--- src/rtl/quotient_reconstruct_unit.sv ---
// quotient_reconstruct_unit: shift-add multiplier that rebuilds quotient*divisor+remainder and checks it against the dividend
// Ports: clk/rst (async, active-high); start launches on a rising edge; quotient, divisor, remainder and expected are
// sampled in LOAD; result is the registered product plus remainder; busy spans LOAD..FINAL; done and match hold until
// the next launch; seg/digit drive a multiplexed 4-digit active-low seven-segment display.
module quotient_reconstruct_unit #(
    parameter int WIDTH     = 4,
    parameter int SCAN_BITS = 16
) (
    input  logic                 clk,
    input  logic                 rst,
    input  logic                 start,
    input  logic [WIDTH-1:0]     quotient,
    input  logic [WIDTH-1:0]     divisor,
    input  logic [WIDTH:0]       remainder,
    input  logic [WIDTH-1:0]     expected,
    output logic [2*WIDTH:0]     result,
    output logic                 busy,
    output logic                 done,
    output logic                 match,
    output logic [6:0]           seg,
    output logic [3:0]           digit
);
    localparam int RW = 2 * WIDTH + 1;
    localparam int CW = $clog2(WIDTH + 1);
    localparam logic [6:0] FONT [16] = '{
        7'b1000000, 7'b1111001, 7'b0100100, 7'b0110000,
        7'b0011001, 7'b0010010, 7'b0000010, 7'b1111000,
        7'b0000000, 7'b0010000, 7'b0001000, 7'b0000011,
        7'b1000110, 7'b0100001, 7'b0000110, 7'b0001110
    };

    typedef enum logic [2:0] {IDLE, LOAD, ADD, FINAL, DONE} state_t;

    state_t               state_q, state_d;
    logic                 start_q, launch;
    logic [RW-1:0]        mcand_q, mcand_d, acc_q, acc_d, result_q, result_d;
    logic [WIDTH-1:0]     mplier_q, mplier_d, exp_q, exp_d;
    logic [WIDTH:0]       addend_q, addend_d;
    logic [CW-1:0]        cnt_q, cnt_d;
    logic                 done_q, done_d, match_q, match_d;
    logic [SCAN_BITS-1:0] pre_q;
    logic [3:0]           digit_q, nib;
    logic [8:0]           disp;

    assign launch = start & ~start_q;

    always_ff @(posedge clk or posedge rst) begin
        if (rst) begin
            state_q  <= IDLE;
            start_q  <= 1'b0;
            mcand_q  <= '0;
            acc_q    <= '0;
            result_q <= '0;
            mplier_q <= '0;
            exp_q    <= '0;
            addend_q <= '0;
            cnt_q    <= '0;
            done_q   <= 1'b0;
            match_q  <= 1'b0;
        end else begin
            state_q  <= state_d;
            start_q  <= start;
            mcand_q  <= mcand_d;
            acc_q    <= acc_d;
            result_q <= result_d;
            mplier_q <= mplier_d;
            exp_q    <= exp_d;
            addend_q <= addend_d;
            cnt_q    <= cnt_d;
            done_q   <= done_d;
            match_q  <= match_d;
        end
    end

    always_comb begin
        state_d  = state_q;
        mcand_d  = mcand_q;
        acc_d    = acc_q;
        result_d = result_q;
        mplier_d = mplier_q;
        exp_d    = exp_q;
        addend_d = addend_q;
        cnt_d    = cnt_q;
        done_d   = done_q;
        match_d  = match_q;
        case (state_q)
            IDLE: state_d = launch ? LOAD : IDLE;
            LOAD: begin
                mcand_d  = {{(WIDTH + 1){1'b0}}, quotient};
                mplier_d = divisor;
                addend_d = remainder;
                exp_d    = expected;
                acc_d    = '0;
                cnt_d    = '0;
                done_d   = 1'b0;
                match_d  = 1'b0;
                state_d  = ADD;
            end
            ADD: begin
                acc_d    = mplier_q[0] ? acc_q + mcand_q : acc_q;
                mcand_d  = mcand_q << 1;
                mplier_d = mplier_q >> 1;
                cnt_d    = cnt_q + 1'b1;
                state_d  = (cnt_q == CW'(WIDTH - 1)) ? FINAL : ADD;
            end
            FINAL: begin
                result_d = acc_q + RW'(addend_q);
                state_d  = DONE;
            end
            DONE: begin
                // done/match register one cycle after entry; a launch clears them at once
                done_d  = ~launch;
                match_d = ~launch & (result_q == RW'(exp_q));
                state_d = launch ? LOAD : DONE;
            end
            default: state_d = IDLE;
        endcase
    end

    assign result = result_q;
    assign busy   = (state_q == LOAD) || (state_q == ADD) || (state_q == FINAL);
    assign done   = done_q;
    assign match  = match_q;

    always_ff @(posedge clk or posedge rst) begin
        if (rst) begin
            pre_q   <= '0;
            digit_q <= 4'b1110;
        end else begin
            pre_q <= pre_q + 1'b1;
            if (&pre_q) digit_q <= {digit_q[2:0], digit_q[3]};
        end
    end

    assign disp  = 9'(result_q);
    assign nib   = !digit_q[0] ? disp[3:0] : !digit_q[1] ? disp[7:4] : {3'b000, disp[8]};
    assign seg   = !digit_q[3] ? ((done_q && !match_q) ? 7'b0000110 : 7'b1111111) : FONT[nib];
    assign digit = digit_q;
endmodule

--- config.mk ---
export PLATFORM = sky130hd
export DESIGN_NAME = quotient_reconstruct_unit
export DESIGN_NICKNAME = d
export VERILOG_FILES = /design/src/rtl/quotient_reconstruct_unit.sv
export SDC_FILE = /design/constraint.sdc
export NUM_CORES = 1
export LEC_CHECK = 0
export CORE_ASPECT_RATIO = 0.75
export CORE_MARGIN = 5
export CORE_UTILIZATION = 30
export DETAILED_ROUTE_END_ITERATION = 6
export PLACE_DENSITY = 0.49
export SYNTH_ARGS = -nofsm -noshare
export SYNTH_HDL_FRONTEND = slang
export SYNTH_SLANG_ARGS = --single-unit
--- constraint.sdc ---
create_clock -name clk -period 2.4 [get_ports clk]
set_clock_uncertainty 0.05 [all_clocks]
set_input_delay 0.48 -clock clk [delete_from_list [all_inputs] [get_ports clk]]
set_output_delay 0.48 -clock clk [all_outputs]
set_load 0.1 [all_outputs]
==> run_results.csv, run 1 <==
group,metric,value,unit
run_status,status,"complete, but fails checks",
run_status,violations,"setup timing",
floorplan,core_area,12300,um2
global_route,grt-ovfl-total,0,
timing,final.period_utilization,1.30,
yosys,synthTopCellsByArea,"dfrtp_1 44%, ha_1 7.3%, nand2_1 6.2%",
place,placed_area,4700,um2
yosys,yosys_register_bits,69,
clock_tree,cts-root-buf,"clkbuf_16",
timing,slew_headroom,0.584,
global_route,grt_max_degree,41,
setup_path,critPathLaunch,"digit[1]$_DFFE_PP1P_",
timing,drv_slew,0,
floorplan,rows,35,
clock_tree,holdBufCountCts,0,
pwr,sw_frac_of_total,0.457,
place,routabilityCongestion,0.788,
yosys,syn-cell-area,3790,um2
pwr,power.density,1360,nW/um2
floorplan,die_w,140,um
timing,setup_ws,-730,ps
pwr,p_int,3.70,mW
drt,top_layer,"met4",
pwr,comb_power_share,0.544,
timing,hold_viol_final,0,
drt,drtPass1Iterations,4,
drt,route.met3.wl,332,um
yosys,yosys_warnings,0,
flow_run,maxCapViolations,0,
floorplan,die_y,107,um
yosys,synth.distinct_cells,63,
timing,clock.fmax,319,MHz
place,port_buffers,42,
timing,period_needed,3130,ps
setup_path,cp-start-kind,"flip-flop",
global_route,grtUsageTotal,0.129,
yosys,synthFlopType,"dfrtp_1",
drt,wl_met1,4820,um
pwr,p_sw,3.11,mW
yosys,synth-edff-count,0,
clock_tree,clkTransAtPathRegs,60,ps
pwr,seqPwrFrac,0.268,
cells_and_area,fin_nets,479,
setup_path,worst_setup_path_end_kind,"output pin",
setup_path,cp.required,1870,ps
global_route,grt_pass1_vias,2950,
pwr,power.total,6.81,mW
timing,tightestPinTransition,624,ps
global_route,antenna_found_initial,0,
global_route,grt_first_pass_wirelength,15300,um
setup_path,r2r_start,"acc_q[0]$_DFFE_PP0P_",
yosys,ys_seq_area_frac,0.457,
cells_and_area,final_common_cell,"dfrtp_1",
cells_and_area,drive_gt1_frac,0.234,
clock_tree,worstSkewPairLatency,330,ps
drt,vias,2889,
yosys,synth_largest_area_cell,"dfrtp_1",
clock_tree,htreeDepth,3,
timing,rsz0062_at_grt,"yes",
timing,setup-tns-final,-3710,ps
pwr,leakagePower,2.32,nW
clock_tree,cts_buffers,9,
drt,wl,8980,um
timing,setup_viol,7,
pwr,vdd_ir_drop_max,0.811,mV
floorplan,start_util,0.307,
setup_path,cp_max_fo,3,
drt,wl_per_cell,14.8,um
drt,ant_nets,0,
drt,drc,0,
yosys,async_flop_share,1.00,
drt,via_per_inst,4.77,
worst_hold_path,hp-class,"input port to async pin",
yosys,synth.avg_cell_area,10.3,um2
floorplan,dieArea,15000,um2
setup_path,crit_type,"flip-flop to output pin",
cells_and_area,synthToLayoutAreaGrowth,32.0,%
clock_tree,clockBufferDepth,2,
yosys,netlist_instances,369,
floorplan,io-pin-count,43,
drt,wl_met2,3740,um
clock_tree,clock_sinks,69,
clock_tree,cts_tree,"built",
pwr,power.share.clock,0.187,
yosys,synth_top_area_frac,0.436,
place,hpwlAfterDp,6880,um
setup_path,crit_arrival,2600,ps
drt,drt_iter0_drc,110,
clock_tree,post-cts-setup-buffers,0,
cells_and_area,antennaDiodeCount,0,
cells_and_area,final_area,5000,um2
cells_and_area,layout_common_cells,"62 x dfrtp_1, 60 x nand2_1, 37 x buf_4",
yosys,syn-num-nets,413,
-- cells in the mapped netlist (3+ instances only) --
cell type  count
a21o_1         9
a21oi_1       11
a22o_1         9
a22oi_1        4
buf_2          5
clkbuf_1       4
dfrtp_1       66
dfstp_2        3
ha_1          22
inv_1         14
mux2_2         3
mux2_4         4
mux2i_1        8
nand2_1       63
nand2b_1       4
nand3_1       12
nand4_1        6
nor2_1        16
nor2b_1        5
nor3_1         4
o211ai_1       3
o21a_1         3
o21ai_0       14
o22ai_1        5
xnor2_1       21
xor2_1         6
-- worst max-delay path: stages (launching register included) --
cell and delay, ps:
dfstp_4 620, mux2_4 310, mux2i_4 170, ha_1 280, mux4_2 480, a21o_4 240
buf_12 160
-- power by group through the flow --
stage	clock (mW)	combinational (mW)	sequential (mW)
2_1_floorplan	0	2.13	2.34
3_3_place_gp	0	3.64	1.85
3_5_place_dp	0	3.69	1.86
4_1_cts	1.33	3.73	1.84
5_1_grt	1.38	4.01	1.89
6_report	1.28	3.71	1.83
-- flip-flops by register name, summed over array words and instances (netlist names) --
name / cells
pre_q: 16
done: 1
cnt_q: 3
addend_q: 5
digit: 4
match: 1
acc_q: 9
state_q: 3
mplier_q: 4
start_q: 1
result: 9
mcand_q: 9
exp_q: 4
-- metal layers --
layer,global-route usage,vias up
met3,0.0409,8
met5,0,-
met4,0.0373,0
li1,-,1439
met2,0.183,44
met1,0.186,1398
-- cell families (layout without fill, tap and decap cells) --
| group | Yosys count | after routing | synth area share |
|---|---|---|---|
| flops | 69 | 69 | 0.457 |
| xor+xnor | 27 | 27 | 0.0624 |
| simple gates | 130 | 130 | 0.169 |
| fa+ha+maj | 24 | 24 | 0.0832 |
| mux | 18 | 18 | 0.0607 |
| buf+inv | 26 | 97 | 0.0314 |
| compound gates | 75 | 75 | 0.137 |
-- stage by stage --
stage	hold WS [ps]	std cells	setup slack [ps]	utilization
final	411	606	-730	0.405
after global routing	440	606	-789	0.405
after CTS	414	606	-750	0.404
after detailed placement	412	590	-386	0.381
after global placement	408	590	-358	0.381
after floorplan	392	369	-618	-
-- what timing repair did --
item / 4_1_cts / 5_1_grt
gates resized for setup: 5 / 2
gates cloned: 0 / 0
pin swaps: 2 / 2
setup endpoints to repair: 7 / 7
hold endpoints to repair: 0 / 0
-- cell type report --
| type | instances | area [um2] |
|---|---|---|
| Clock inverter | 2 | 35.0 |
| Sequential cell | 69 | 1740 |
| Tap cell | 166 | 208 |
| Clock buffer | 14 | 244 |
| Inverter | 14 | 52.6 |
| Fill cell | 1226 | 7350 |
| Timing Repair Buffer | 67 | 679 |
| Multi-Input combinational cell | 274 | 2040 |
-- path summary, 6_finish.rpt --
check,to,slack [ps],cells after the start
max in group asynchronous,result[5]$_DFFE_PP0P_,1320,3
min,pre_q[5]$_DFF_PP0_,410,2
min reg2reg,pre_q[5]$_DFF_PP0_,420,1
max,seg[3],-730,6
min in group clk,pre_q[5]$_DFF_PP0_,420,1
max reg2reg,result[6]$_DFFE_PP0P_,170,7
Note: power is estimated with default switching activity, not from simulation.
==> run 2, diff against run 1 <==
--- a/config.mk
+++ b/config.mk
@@ -9,6 +9,7 @@
 export CORE_MARGIN = 5
 export CORE_UTILIZATION = 30
 export DETAILED_ROUTE_END_ITERATION = 6
+export GPL_ROUTABILITY_DRIVEN = 0
 export PLACE_DENSITY = 0.49
 export SYNTH_ARGS = -nofsm -noshare
 export SYNTH_HDL_FRONTEND = slang
==> results of run 2 <==
No change in the layout: final DEF, timing and power equal those of run 1.
==> run 3, diff against run 2 <==
--- a/config.mk
+++ b/config.mk
@@ -7,10 +7,10 @@
 export LEC_CHECK = 0
 export CORE_ASPECT_RATIO = 0.75
 export CORE_MARGIN = 5
-export CORE_UTILIZATION = 30
+export CORE_UTILIZATION = 35
 export DETAILED_ROUTE_END_ITERATION = 6
 export GPL_ROUTABILITY_DRIVEN = 0
-export PLACE_DENSITY = 0.49
+export PLACE_DENSITY = 0.55
 export SYNTH_ARGS = -nofsm -noshare
 export SYNTH_HDL_FRONTEND = slang
 export SYNTH_SLANG_ARGS = --single-unit
==> run 3 against run 2 <==
  * The run still ends with setup timing left
  * Combinational power up 2%
  * Largest power group unchanged
  * Critical endpoint unchanged
  * Power up 0.44%
  * Highest routed layer unchanged
  * First-iteration DRC count up 45%
==> run_results.csv, run 3 (same netlist as run 1, synthesis figures left out) <==
group,metric,value,unit
drt,route.met3.wl,506,um
cells_and_area,fin_nets,484,
pwr,p_sw,3.12,mW
setup_path,cp.required,1870,ps
pwr,seqPwrFrac,0.269,
clock_tree,clkTransAtPathRegs,50,ps
cells_and_area,final_area,5040,um2
drt,wl_met2,3580,um
floorplan,start_util,0.363,
floorplan,io-pin-count,43,
pwr,power.density,1360,nW/um2
cells_and_area,fillers,955,
global_route,grt_first_pass_wirelength,14400,um
drt,drc,0,
cells_and_area,regMostFlops,"pre_q",
cells_and_area,layout_common_cells,"62 x dfrtp_1, 60 x nand2_1, 39 x buf_4",
setup_path,cp-start-kind,"flip-flop",
flow_run,maxCapViolations,0,
cells_and_area,synthToLayoutAreaGrowth,32.9,%
timing,holdWs,422,ps
place,port_buffers,42,
clock_tree,cts_buffers,9,
floorplan,rows,32,
timing,hold_viol_final,0,
setup_path,crit_type,"flip-flop to output pin",
timing,slew_headroom,0.567,
place,hpwlAfterDp,6670,um
drt,drtPass1Iterations,4,
drt,wl_per_cell,14.9,um
place,pre_cts_slack,-367,ps
global_route,grt_pass1_vias,2859,
timing,tightestPinTransition,650,ps
pwr,sw_frac_of_total,0.457,
floorplan,dieArea,13000,um2
timing,drv_slew,0,
setup_path,crit_arrival,2600,ps
timing,rsz0062_at_grt,"yes",
cells_and_area,largest_register_ff_count,16,
drt,via_per_inst,4.91,
clock_tree,holdBufCountCts,0,
timing,period_needed,3130,ps
timing,clock.fmax,319,MHz
pwr,power.share.clock,0.177,
setup_path,reg2reg_to,"result[6]$_DFFE_PP0P_",
place,placed_area,4690,um2
setup_path,r2r_start,"acc_q[0]$_DFFE_PP0P_",
floorplan,die_y,100,um
clock_tree,clockBufferDepth,2,
drt,top_layer,"met4",
cells_and_area,final_cell_count_no_fill,581,
global_route,grt-ovfl-total,0,
floorplan,die_w,130,um
timing,setup_ws,-732,ps
floorplan,core_area,10500,um2
worst_hold_path,hp-class,"flip-flop to flip-flop",
clock_tree,cts-root-buf,"clkbuf_16",
run_status,violations,"setup timing",
pwr,vdd_ir_drop_max,0.523,mV
clock_tree,htreeDepth,3,
setup_path,worst_setup_path_end_kind,"output pin",
drt,wl_met1,4490,um
timing,setup_viol,7,
cells_and_area,drive_gt1_frac,0.249,
drt,wl,8660,um
global_route,grt_max_degree,29,
clock_tree,cts_tree,"built",
setup_path,r2r_setup_slack,180,ps
worst_hold_path,hold_depth,1,
cells_and_area,seq_area,1740,um2
drt,vias,2852,
setup_path,cp_max_fo,3,
global_route,grtUsageTotal,0.141,
drt,ant_nets,0,
drt,drt_iter0_drc,160,
pwr,p_int,3.72,mW
worst_hold_path,hp-start,"pre_q[15]$_DFF_PP0_",
worst_hold_path,whs_endpoint,"pre_q[15]$_DFF_PP0_",
cells_and_area,multi_input_area,2060,um2
timing,final.period_utilization,1.30,
global_route,antenna_found_initial,0,
pwr,leakagePower,2.35,nW
cells_and_area,antennaDiodeCount,0,
setup_path,rr_worst_depth,7,
place,dp_cells,562,
clock_tree,worstSkewPairLatency,330,ps
run_status,status,"complete, but fails checks",
clock_tree,clock_sinks,69,
pwr,comb_power_share,0.555,
pwr,power.total,6.84,mW
cells_and_area,final_common_cell,"dfrtp_1",
run 3: repair_timing:
action | CTS | global route
pin swaps | 2 | 3
buffers inserted | 0 | 3
resized for setup | 4 | 7
gates cloned | 0 | 0
setup endpoints to repair | 7 | 7
run 3: power by group through the flow:
stage / Sequential [mW] / Combinational, mW / Clock (mW)
after floorplan: 2.34 / 2.13 / 0
after global placement: 1.85 / 3.64 / 0
after detailed placement: 1.86 / 3.70 / 0
after CTS: 1.84 / 3.76 / 1.24
after global routing: 1.89 / 4.13 / 1.30
final: 1.84 / 3.79 / 1.21
run 3: through the flow:
stage,setup TNS (ps),util
floorplan,-2890,-
global placement,-1260,0.449
detailed placement,-1420,0.449
CTS,-4090,0.477
global route,-4910,0.482
finish,-4280,0.482
run 3: worst max-delay path: stages (launching register included):
cell,delay [ps]
dfstp_4,620
mux2_4,310
mux2i_4,210
inv_2,90
ha_4,170
mux4_2,480
a21o_4,230
buf_12,160
run 3: per-layer routing:
layer	vias to the layer above	global-route usage
met5	-	0
met2	62	0.193
met3	9	0.0436
met4	0	0.0407
met1	1337	0.213
li1	1444	-
run 3: how the worst max path moves through the flow:
stage	end	startpoint	slack [ps]	cells after the start
finish	seg[3]	digit[1]$_DFFE_PP1P_	-730	7
global route	seg[3]	digit[1]$_DFFE_PP1P_	-800	7
CTS	seg[3]	digit[1]$_DFFE_PP1P_	-730	7
detailed placement	seg[3]	digit[1]$_DFFE_PP1P_	-370	6
global placement	seg[3]	digit[1]$_DFFE_PP1P_	-360	6
floorplan	seg[2]	digit[1]$_DFFE_PP1P_	-620	5
run 3: area by class of cell:
type | count | area share
clock buffer | 15 | 0.0532
inverter | 14 | 0.0104
timing repair buffer | 72 | 0.146
multi-input combinational | 274 | 0.410
sequential | 69 | 0.345
tap | 136 | 0.0338
clock inverter | 1 | 0.000994
